[config.mk]
export PLATFORM = sky130hd
export DESIGN_NAME = uart_hex_sender_flat
export DESIGN_NICKNAME = d
export VERILOG_FILES = /design/src/rtl/uart_hex_sender_if.sv /design/src/rtl/uart_hex_sender.sv /design/src/flat_wrapper.sv
export SDC_FILE = /design/constraint.sdc
export NUM_CORES = 1
export LEC_CHECK = 0
export CAP_MARGIN = 20
export CORE_MARGIN = 1
export CORE_UTILIZATION = 47
export CTS_CLUSTER_DIAMETER = 120
export DETAILED_ROUTE_END_ITERATION = 8
export HOLD_SLACK_MARGIN = 0.08
export PLACE_DENSITY = 0.73
export SKIP_CTS_REPAIR_TIMING = 1
export SLEW_MARGIN = 30
export SYNTH_ARGS = -nofsm -noshare
export SYNTH_HDL_FRONTEND = slang
export SYNTH_SLANG_ARGS = --single-unit
[constraint.sdc]
create_clock -name clk -period 3.3 [get_ports clk]
set_input_delay 0.99 -clock clk [delete_from_list [all_inputs] [get_ports clk]]
set_output_delay 0.99 -clock clk [all_outputs]
set_load 0.05 [all_outputs]
[src/rtl/uart_hex_sender_if.sv]
// Producer/transmitter-side bundle of the hex sender.
// The master side feeds words and models the byte transmitter;
// the slave side is the hex sender itself.
interface uart_hex_sender_if;
  logic [15:0] din;
  logic        din_valid;
  logic        full;
  logic        overflow;
  logic        busy;
  logic [7:0]  tbus;
  logic        tstart;
  logic        tx_ready;

  modport master (
    output din, din_valid, tx_ready,
    input  full, overflow, busy, tbus, tstart
  );

  modport slave (
    input  din, din_valid, tx_ready,
    output full, overflow, busy, tbus, tstart
  );
endinterface

[src/rtl/uart_hex_sender.sv]
// Buffers 16-bit words in a small FIFO and prints each one as four
// uppercase ASCII hex digits plus a separator, one byte per
// transmitter start/ready handshake.
module uart_hex_sender #(
  parameter int DEPTH   = 4,
  parameter int ADDR_W  = 2,
  parameter int NEWLINE = 1
) (
  input  logic               clk,
  input  logic               rstn,
  uart_hex_sender_if.slave   bus
);

  // Index of the final byte of a word: CR LF ends at 5, a space at 4.
  localparam logic [2:0] LAST_IDX = (NEWLINE != 0) ? 3'd5 : 3'd4;

  typedef enum logic [1:0] {
    S_IDLE  = 2'd0,
    S_WAIT  = 2'd1,
    S_ISSUE = 2'd2
  } state_t;

  state_t            state_q, state_d;
  logic [2:0]        idx_q, idx_d;
  logic [15:0]       word_q, word_d;
  logic [7:0]        tbus_q, tbus_d;
  logic              tstart_q, tstart_d;
  logic              full_q, full_d;
  logic              overflow_q, overflow_d;
  logic              busy_q, busy_d;
  logic [ADDR_W:0]   wptr_q, wptr_d;
  logic [ADDR_W:0]   rptr_q, rptr_d;
  logic [15:0]       mem_q [DEPTH];

  logic              empty_s;
  logic              full_now_s;
  logic              push_s;
  logic              pop_s;

  // Byte to send for position idx of word w.
  function automatic logic [7:0] hex_char(input logic [15:0] w, input logic [2:0] idx);
    logic [3:0] nib;
    logic [7:0] ch;
    nib = 4'h0;
    ch  = 8'h00;
    case (idx)
      3'd0: nib = w[15:12];
      3'd1: nib = w[11:8];
      3'd2: nib = w[7:4];
      3'd3: nib = w[3:0];
      default: nib = 4'h0;
    endcase
    case (idx)
      3'd0, 3'd1, 3'd2, 3'd3: begin
        if (nib < 4'd10) begin
          ch = 8'h30 + {4'h0, nib};
        end else begin
          ch = 8'h37 + {4'h0, nib};
        end
      end
      3'd4: ch = (NEWLINE != 0) ? 8'h0D : 8'h20;
      3'd5: ch = 8'h0A;
      default: ch = 8'h00;
    endcase
    return ch;
  endfunction

  // FIFO bookkeeping: accept a write unless full, a pop on the same edge frees a slot.
  always_comb begin
    empty_s    = (wptr_q == rptr_q);
    full_now_s = (wptr_q[ADDR_W] != rptr_q[ADDR_W]) &&
                 (wptr_q[ADDR_W-1:0] == rptr_q[ADDR_W-1:0]);
    pop_s      = (state_q == S_IDLE) && !empty_s;
    push_s     = bus.din_valid && (!full_now_s || pop_s);
    wptr_d     = wptr_q + {{ADDR_W{1'b0}}, push_s};
    rptr_d     = rptr_q + {{ADDR_W{1'b0}}, pop_s};
    full_d     = (wptr_d[ADDR_W] != rptr_d[ADDR_W]) &&
                 (wptr_d[ADDR_W-1:0] == rptr_d[ADDR_W-1:0]);
    overflow_d = bus.din_valid && !push_s;
  end

  // Sequencer: pop a word, then wait for ready / issue each byte in turn.
  always_comb begin
    state_d = state_q;
    idx_d   = idx_q;
    word_d  = word_q;
    tbus_d  = tbus_q;
    case (state_q)
      S_IDLE: begin
        if (!empty_s) begin
          word_d  = mem_q[rptr_q[ADDR_W-1:0]];
          idx_d   = 3'd0;
          state_d = S_WAIT;
        end else begin
          state_d = S_IDLE;
        end
      end
      S_WAIT: begin
        if (bus.tx_ready) begin
          tbus_d  = hex_char(word_q, idx_q);
          state_d = S_ISSUE;
        end else begin
          state_d = S_WAIT;
        end
      end
      S_ISSUE: begin
        if (idx_q == LAST_IDX) begin
          state_d = S_IDLE;
        end else begin
          idx_d   = idx_q + 3'd1;
          state_d = S_WAIT;
        end
      end
      default: begin
        state_d = S_IDLE;
        idx_d   = 3'd0;
      end
    endcase
    tstart_d = (state_d == S_ISSUE);
    busy_d   = (state_d != S_IDLE) || (wptr_d != rptr_d);
  end

  // State, pointers and registered outputs.
  always_ff @(posedge clk or negedge rstn) begin
    if (!rstn) begin
      state_q    <= S_IDLE;
      idx_q      <= 3'd0;
      word_q     <= 16'h0000;
      tbus_q     <= 8'h00;
      tstart_q   <= 1'b0;
      full_q     <= 1'b0;
      overflow_q <= 1'b0;
      busy_q     <= 1'b0;
      wptr_q     <= '0;
      rptr_q     <= '0;
    end else begin
      state_q    <= state_d;
      idx_q      <= idx_d;
      word_q     <= word_d;
      tbus_q     <= tbus_d;
      tstart_q   <= tstart_d;
      full_q     <= full_d;
      overflow_q <= overflow_d;
      busy_q     <= busy_d;
      wptr_q     <= wptr_d;
      rptr_q     <= rptr_d;
    end
  end

  // FIFO storage; contents are don't-care until written, so no reset.
  always_ff @(posedge clk) begin
    if (push_s) begin
      mem_q[wptr_q[ADDR_W-1:0]] <= bus.din;
    end
  end

  assign bus.tbus     = tbus_q;
  assign bus.tstart   = tstart_q;
  assign bus.full     = full_q;
  assign bus.overflow = overflow_q;
  assign bus.busy     = busy_q;

endmodule

[src/flat_wrapper.sv]
// flat-port wrapper written by rule: the top's interface ports become plain ports
module uart_hex_sender_flat 
#(
  parameter int DEPTH   = 4,
  parameter int ADDR_W  = 2,
  parameter int NEWLINE = 1
)
  (clk, rstn, bus_din, bus_din_valid, bus_tx_ready, bus_full, bus_overflow, bus_busy, bus_tbus, bus_tstart);
  uart_hex_sender_if bus_i ();
  input  logic clk;
  input  logic rstn;
  input wire logic [$bits(bus_i.din)-1:0] bus_din;
  input wire logic [$bits(bus_i.din_valid)-1:0] bus_din_valid;
  input wire logic [$bits(bus_i.tx_ready)-1:0] bus_tx_ready;
  output wire logic [$bits(bus_i.full)-1:0] bus_full;
  output wire logic [$bits(bus_i.overflow)-1:0] bus_overflow;
  output wire logic [$bits(bus_i.busy)-1:0] bus_busy;
  output wire logic [$bits(bus_i.tbus)-1:0] bus_tbus;
  output wire logic [$bits(bus_i.tstart)-1:0] bus_tstart;
  assign bus_i.din = bus_din;
  assign bus_i.din_valid = bus_din_valid;
  assign bus_i.tx_ready = bus_tx_ready;
  assign bus_full = bus_i.full;
  assign bus_overflow = bus_i.overflow;
  assign bus_busy = bus_i.busy;
  assign bus_tbus = bus_i.tbus;
  assign bus_tstart = bus_i.tstart;
  uart_hex_sender #(.DEPTH(DEPTH), .ADDR_W(ADDR_W), .NEWLINE(NEWLINE)) u_core (.clk(clk), .rstn(rstn), .bus(bus_i));
endmodule
==> out/summary.md, run 1 <==
## Global route
* met1 GRT Util: 0.199
* number of antenna violations at the first check in global routing: 0
* met3 track demand over resource in global routing: 0.0300
* final global-route overflow total: 0
* number of global-route vias before repair: 2,189
* pin count of the biggest net entering global routing: 39
* first-pass GRT wire length: 10.6 mm
* global-route usage over all layers: 0.159
* met2 track demand over resource in global routing: 0.268
* global route hottest layer: met2

## Timing
* total count of max-transition violations in the final report: 0
* Fin Clk Skew: 8.77 ps
* actual slew at the worst max-slew pin: 814 ps
* number of hold violations in the final report: 0
* normalized max-slew margin: 0.458
* Setup Viol. Count Final: 0
* accumulated negative setup slack: 0 ps
* final setup slack of the worst path: 770 ps
* setup repair after global routing missed its margin: no
* Highest Clock Rate: 395 MHz
* final cycle utilization of the critical path: 0.767
* Final Critical Period: 2530 ps

## Cells and area
* layout cell share with drive strength beyond 1: 0.179
* diode insertion count for antenna repair: 0
* combined area of the multi-input logic cells: 1200 µm²
* Final nets: 309
* Fillers: 716
* Finished Layout Cells: 393
* Layout Area Growth over Synthesis: 14.4%
* area taken by flip-flops and latches: 2870 µm²
* post-route design area: 4780 µm²

## Critical path
* depth of the critical timing path with buffers and inverters included: 1
* sort of element at the start of the critical path: flip-flop
* worst setup path category: reg2out
* ordered list of cells on the worst path: clkdlybuf4s50_1
* Slowest Stage Delay on Critical Path: 810 ps
* standard cell with the maximum stage delay on the critical path: sky130_fd_sc_hd__clkdlybuf4s50_1
* critical path capture point type: primary output
* required time reported for the critical path endpoint: 2310 ps
* highest net fanout along the worst path: 3
* critical path's top delay family: buffers and inverters
* critical path buffer and inverter count: 1
* endpoint arrival time on the critical path: 1540 ps
* logic depth of the worst register-to-register path: 9

## Place
* HPWL reported at the end of detailed placement: 4.24 mm
* cell count after placement: 377
* gpl congestion: 0.788
* area after detailed placement: 4580 µm²
* IO Port Bufs: 30
* post-placement worst setup slack: 553 ps

## Detailed routing
* number of optimization iterations in the first detailed-route pass: 4
* number of nets with antenna violations after routing: 0
* final routed DRC violation total: 0
* detailed-route via count: 2,113
* starting DRC count in detailed routing: 93
* wirelength, routed: 6.41 mm
* drt wl/cell: 16.3 µm
* routed via count divided by cell count: 5.38

## Power
* power per unit of standard cell area: 960 nW/µm²
* peak supply drop: 0.000331 V
* static power due to leakage: 0.00179 µW
* PnR Total Power: 4590 µW

## Floorplanning
* number of top-level design ports: 32
* die span in x: 96.3 µm
* core region area: 8680 µm²
* die footprint: 9260 µm²
* initial standard-cell utilization of the core: 0.481
* vertical extent of the die: 96.3 µm
* standard-cell row count: 34

## Synth
* flip-flop cell with the highest count after synthesis: sky130_fd_sc_hd__edfxtp_1
* Cells after Synth: 241
* top cell type by total area after synthesis: sky130_fd_sc_hd__edfxtp_1
* area share of the leading cell type in the synthesized netlist: 0.460
* average footprint of a synthesized cell: 17.3 µm²
* count of unique library cells instantiated by Yosys: 42
* count of flip-flops with a built-in enable after synthesis: 64
* leading post-synthesis cells by cell area: sky130_fd_sc_hd__edfxtp_1 (46%), sky130_fd_sc_hd__dfrtp_1 (23%), sky130_fd_sc_hd__mux4_2 (8.6%), sky130_fd_sc_hd__mux2_4 (3.2%), sky130_fd_sc_hd__ha_1 (2.7%)
* Netlist Area Pre-Place: 4180 µm²
* post-synthesis register bit count: 102
* Net Count, Synth: 270
* async set or reset register ratio after synthesis: 0.373
* cell with the most instances after synthesis: sky130_fd_sc_hd__edfxtp_1
* fraction of the yosys area taken by sequential cells: 0.688
* list of most frequent post-synthesis cells: sky130_fd_sc_hd__edfxtp_1 (64), sky130_fd_sc_hd__dfrtp_1 (38), sky130_fd_sc_hd__nand2_1 (20)
* synth warn: 0

## CTS
* clock transition at the registers of the reported paths: 90 ps
* number of levels the H-tree was split into: 3
* clock latency of the later-clocked register in the worst-skew pair: 350 ps
* clock sink count: 102
* maximum root-to-sink buffer count: 2
* number of buffers created by CTS: 9
* cell at the root of the clock tree: sky130_fd_sc_hd__clkbuf_8
* TritonCTS clock tree: done

## Min path
* Hold/Removal Path Class: reg2reg
* number of instances on the worst hold path: 2

## Job
* max_cap viols: 0

## Outcome
* outcome: finished, final reports clean

[layout by cell type, fill, tap and decap left out, drive strengths merged, types with 2 or more instances in the layout]
master,n
edfxtp,64
dfrtp,38
clkdlybuf4s50,29
nand2,20
mux4,16
mux2,16
ha,9
clkbuf,9
buf,8
inv,8
xor2,7
a22oi,7
o21ai,6
nor2,5
xnor2,4
nor2b,4
a21oi,4
and2,3
o31ai,3
nand3,2
o22ai,2
clkinvlp,2
clkinv,2
[cell families after synthesis]
logic type | synth area share
AOI/OAI and AO/OA | 0.0494
buffers and inverters | 0.0234
other | 0.000898
xor gates and xnor gates | 0.0231
muxes | 0.140
and+or+nand+nor | 0.0482
adders and majority gates | 0.0270
DFF | 0.688
[cell type report]
type | instances | area share
flip-flops and latches | 102 | 0.601
multi-input cells | 124 | 0.252
repair buffers | 37 | 0.0728
well taps | 108 | 0.0283
clock buffers | 9 | 0.0259
clock inverters | 7 | 0.0149
inverters | 6 | 0.00471
[path summary, 6_finish.rpt]
kind,start,slack [ps],end
max in group asynchronous,rstn,2060,u_core.word_q[8]
setup / recovery,u_core.bus.tbus[1],770,bus_tbus[1]
hold reg to reg,u_core.bus.tbus[6],490,u_core.bus.tbus[6]
min in group asynchronous,rstn,720,u_core.wptr_q[1]
setup reg to reg,u_core.rptr_q[1],1000,u_core.bus.busy
hold / removal,u_core.bus.tbus[6],490,u_core.bus.tbus[6]
[through the flow]
| step | utilization | hold slack [ps] |
|---|---|---|
| 2_1_floorplan | - | 459 |
| 3_3_place_gp | 0.528 | 460 |
| 3_5_place_dp | 0.528 | 477 |
| 4_1_cts | 0.551 | 498 |
| 5_1_grt | 0.551 | 524 |
| 6_report | 0.551 | 493 |
[per-layer routing]
metal / up-vias / wire length, µm
met3: 10 / 238
met5: - / 0
li1: 996 / -
met1: 1059 / 2910
met2: 48 / 3160
met4: 0 / 102
[flip-flops by register name, summed over array words and instances (netlist names)]
name                 cells
u_core.bus.busy          1
u_core.bus.full          1
u_core.bus.overflow      1
u_core.bus.tbus          7
u_core.bus.tstart        1
u_core.idx_q             3
u_core.mem_q            64
u_core.rptr_q            3
u_core.state_q           2
u_core.word_q           16
u_core.wptr_q            3
[power by group]
part,switching [µW],leakage (µW),internal (µW)
Clock,413,0.0000937,352
Combinational,981,0.000649,882
Sequential,189,0.00105,1770
Total,1580,0.00179,3000
No activity file was read; power rests on OpenSTA's default activity.
==> run 2, diff against run 1 <==
==> constraint.sdc (replaced) <==
create_clock -name clk -period 2.6 [get_ports clk]
set_input_delay 0.78 -clock clk [delete_from_list [all_inputs] [get_ports clk]]
set_output_delay 0.78 -clock clk [all_outputs]
set_load 0.05 [all_outputs]
==> out/summary.md, run 2 (synthesis results as in run 1) <==
## Detailed routing
* final routed DRC violation total: 0, unchanged
* wirelength, routed: 6.42 mm, about the same
* starting DRC count in detailed routing: 79, -15%
* drt wl/cell: 16.3 µm, -0.19%
* number of nets with antenna violations after routing: 0, unchanged
* detailed-route via count: 2,109, -0.19%
* routed via count divided by cell count: 5.35, -0.44%
* number of optimization iterations in the first detailed-route pass: 4, unchanged

## Power
* Sw Share: 0.349, +0.00424
* peak supply drop: 0.000400 V, +21%
* net load switching power: 2020 µW, +28%
* static power due to leakage: 0.00179 µW, -0.10%
* power per unit of standard cell area: 1210 nW/µm², +26%
* share of power burned in the clock network: 0.152, -0.015
* Internal Power: 3770 µW, +25%
* Seq pwr share: 0.430, +0.003
* portion of total power attributed to combinational logic: 0.418, +0.012
* PnR Total Power: 5790 µW, +26%

## Global route
* final global-route overflow total: 0, unchanged
* global-route usage over all layers: 0.165, +0.00520
* number of antenna violations at the first check in global routing: 0, unchanged
* first-pass GRT wire length: 10.9 mm, +2.2%
* number of global-route vias before repair: 2,185, -0.18%
* pin count of the biggest net entering global routing: 39, unchanged

## Floorplanning
* number of top-level design ports: 32, unchanged
* core region area: 8680 µm², unchanged
* die span in x: 96.3 µm, unchanged
* standard-cell row count: 34, unchanged
* die footprint: 9260 µm², unchanged
* vertical extent of the die: 96.3 µm, unchanged
* initial standard-cell utilization of the core: 0.481, unchanged

## Cells and area
* Layout Area Growth over Synthesis: 15.0%
* Fillers: 718, +0.28%
* leading cell type in the layout, fill and taps excluded: sky130_fd_sc_hd__edfxtp_1
* Final nets: 310, +0.32%
* Util after Layout: 0.553, +0.00274
* layout cell share with drive strength beyond 1: 0.178, -0.000626
* leading cell types in the layout, fill and taps excluded: sky130_fd_sc_hd__edfxtp_1 (64), sky130_fd_sc_hd__dfrtp_1 (38), sky130_fd_sc_hd__clkdlybuf4s50_1 (29)
* diode insertion count for antenna repair: 0, unchanged
* Largest register FFs: 64, unchanged

## Place
* IO Port Bufs: 30, unchanged
* HPWL reported at the end of detailed placement: 4.33 mm, +2.2%
* gpl congestion: 0.745, -5.4%

## Critical path
* standard cell with the maximum stage delay on the critical path: sky130_fd_sc_hd__clkdlybuf4s50_1
* ordered list of cells on the worst path: clkdlybuf4s50_1
* critical path capture point type: primary output
* required time reported for the critical path endpoint: 1820 ps, -490 ps
* critical path's top delay family: buffers and inverters
* critical path buffer and inverter count: 1, unchanged
* worst setup path category: reg2out
* highest net fanout along the worst path: 3, unchanged
* endpoint arrival time on the critical path: 1540 ps, about the same
* sort of element at the start of the critical path: flip-flop
* Slowest Stage Delay on Critical Path: 810 ps, about the same

## CTS
* cell at the root of the clock tree: sky130_fd_sc_hd__clkbuf_8
* clock latency of the later-clocked register in the worst-skew pair: 360 ps, about the same
* clock sink count: 102, unchanged
* number of levels the H-tree was split into: 3, unchanged
* maximum root-to-sink buffer count: 2, unchanged
* number of buffers created by CTS: 9, unchanged
* TritonCTS clock tree: done
* clock transition at the registers of the reported paths: 90 ps, about the same

## Outcome
* outcome: finished, final reports clean

## Timing
* accumulated negative setup slack: 0 ps, unchanged
* Setup Viol. Count Final: 0, unchanged
* Fin Clk Skew: 9.71 ps, +0.940 ps
* total count of max-transition violations in the final report: 0, unchanged
* normalized max-slew margin: 0.452, -0.00602
* Highest Clock Rate: 432 MHz
* actual slew at the worst max-slew pin: 823 ps, +9.03 ps
* setup repair after global routing missed its margin: no
* number of hold violations in the final report: 0, unchanged
* final cycle utilization of the critical path: 0.891
* Final Critical Period: 2320 ps

## Job
* max_cap viols: 0, unchanged

## Min path
* Hold/Removal Path Class: reg2reg

==> run 2: routing by layer <==
layer,share of wire,global-route usage,up-vias
met5,0,0,-
met4,0.017,0.0672,0
met3,0.027,0.0403,10
met2,0.50,0.271,38
met1,0.46,0.210,1066
li1,-,-,995
==> run 2: layout make-up <==
cell class / instances / area [µm²] / share of cell area
Tap cell: 108 / 135 / 0.0281
Clock buffer: 11 / 131 / 0.0274
Clock inverter: 5 / 42.5 / 0.00886
Multi-Input combinational cell: 124 / 1200 / 0.251
Sequential cell: 102 / 2870 / 0.598
Timing Repair Buffer: 38 / 393 / 0.0818
Inverter: 6 / 22.5 / 0.00469
==> run 2: path summary, 6_finish.rpt <==
check,depth (start not counted),endpoint,from,slack [ps]
min in group asynchronous,1,u_core.wptr_q[1],rstn,520
hold / removal,2,u_core.bus.tbus[5],u_core.bus.tbus[5],480
max in group asynchronous,1,u_core.word_q[5],rstn,1560
hold reg to reg,2,u_core.bus.tbus[5],u_core.bus.tbus[5],480
setup / recovery,1,bus_tbus[1],u_core.bus.tbus[1],280
setup reg to reg,8,u_core.bus.busy,u_core.wptr_q[1],450
==> run 2: power groups by stage <==
stage	combinational, µW	sequential, µW	clock [µW]
floorplan	1730	2670	0
CTS	2460	2490	918
detailed placement	2450	2530	0
global route	2650	2550	985
global placement	2400	2510	0
finish	2420	2490	881
==> run 2: metrics by stage <==
| stage | area (µm²) | hold WS (ps) | setup slack, ps | std cells |
|---|---|---|---|---|
| final | 4800 | 481 | 284 | 394 |
| after global routing | 4800 | 517 | 209 | 394 |
| after CTS | 4800 | 489 | 258 | 394 |
| after detailed placement | 4630 | 465 | 91.1 | 378 |
| after global placement | 4630 | 459 | 150 | 378 |
| after floorplan | 4180 | 459 | 210 | 241 |
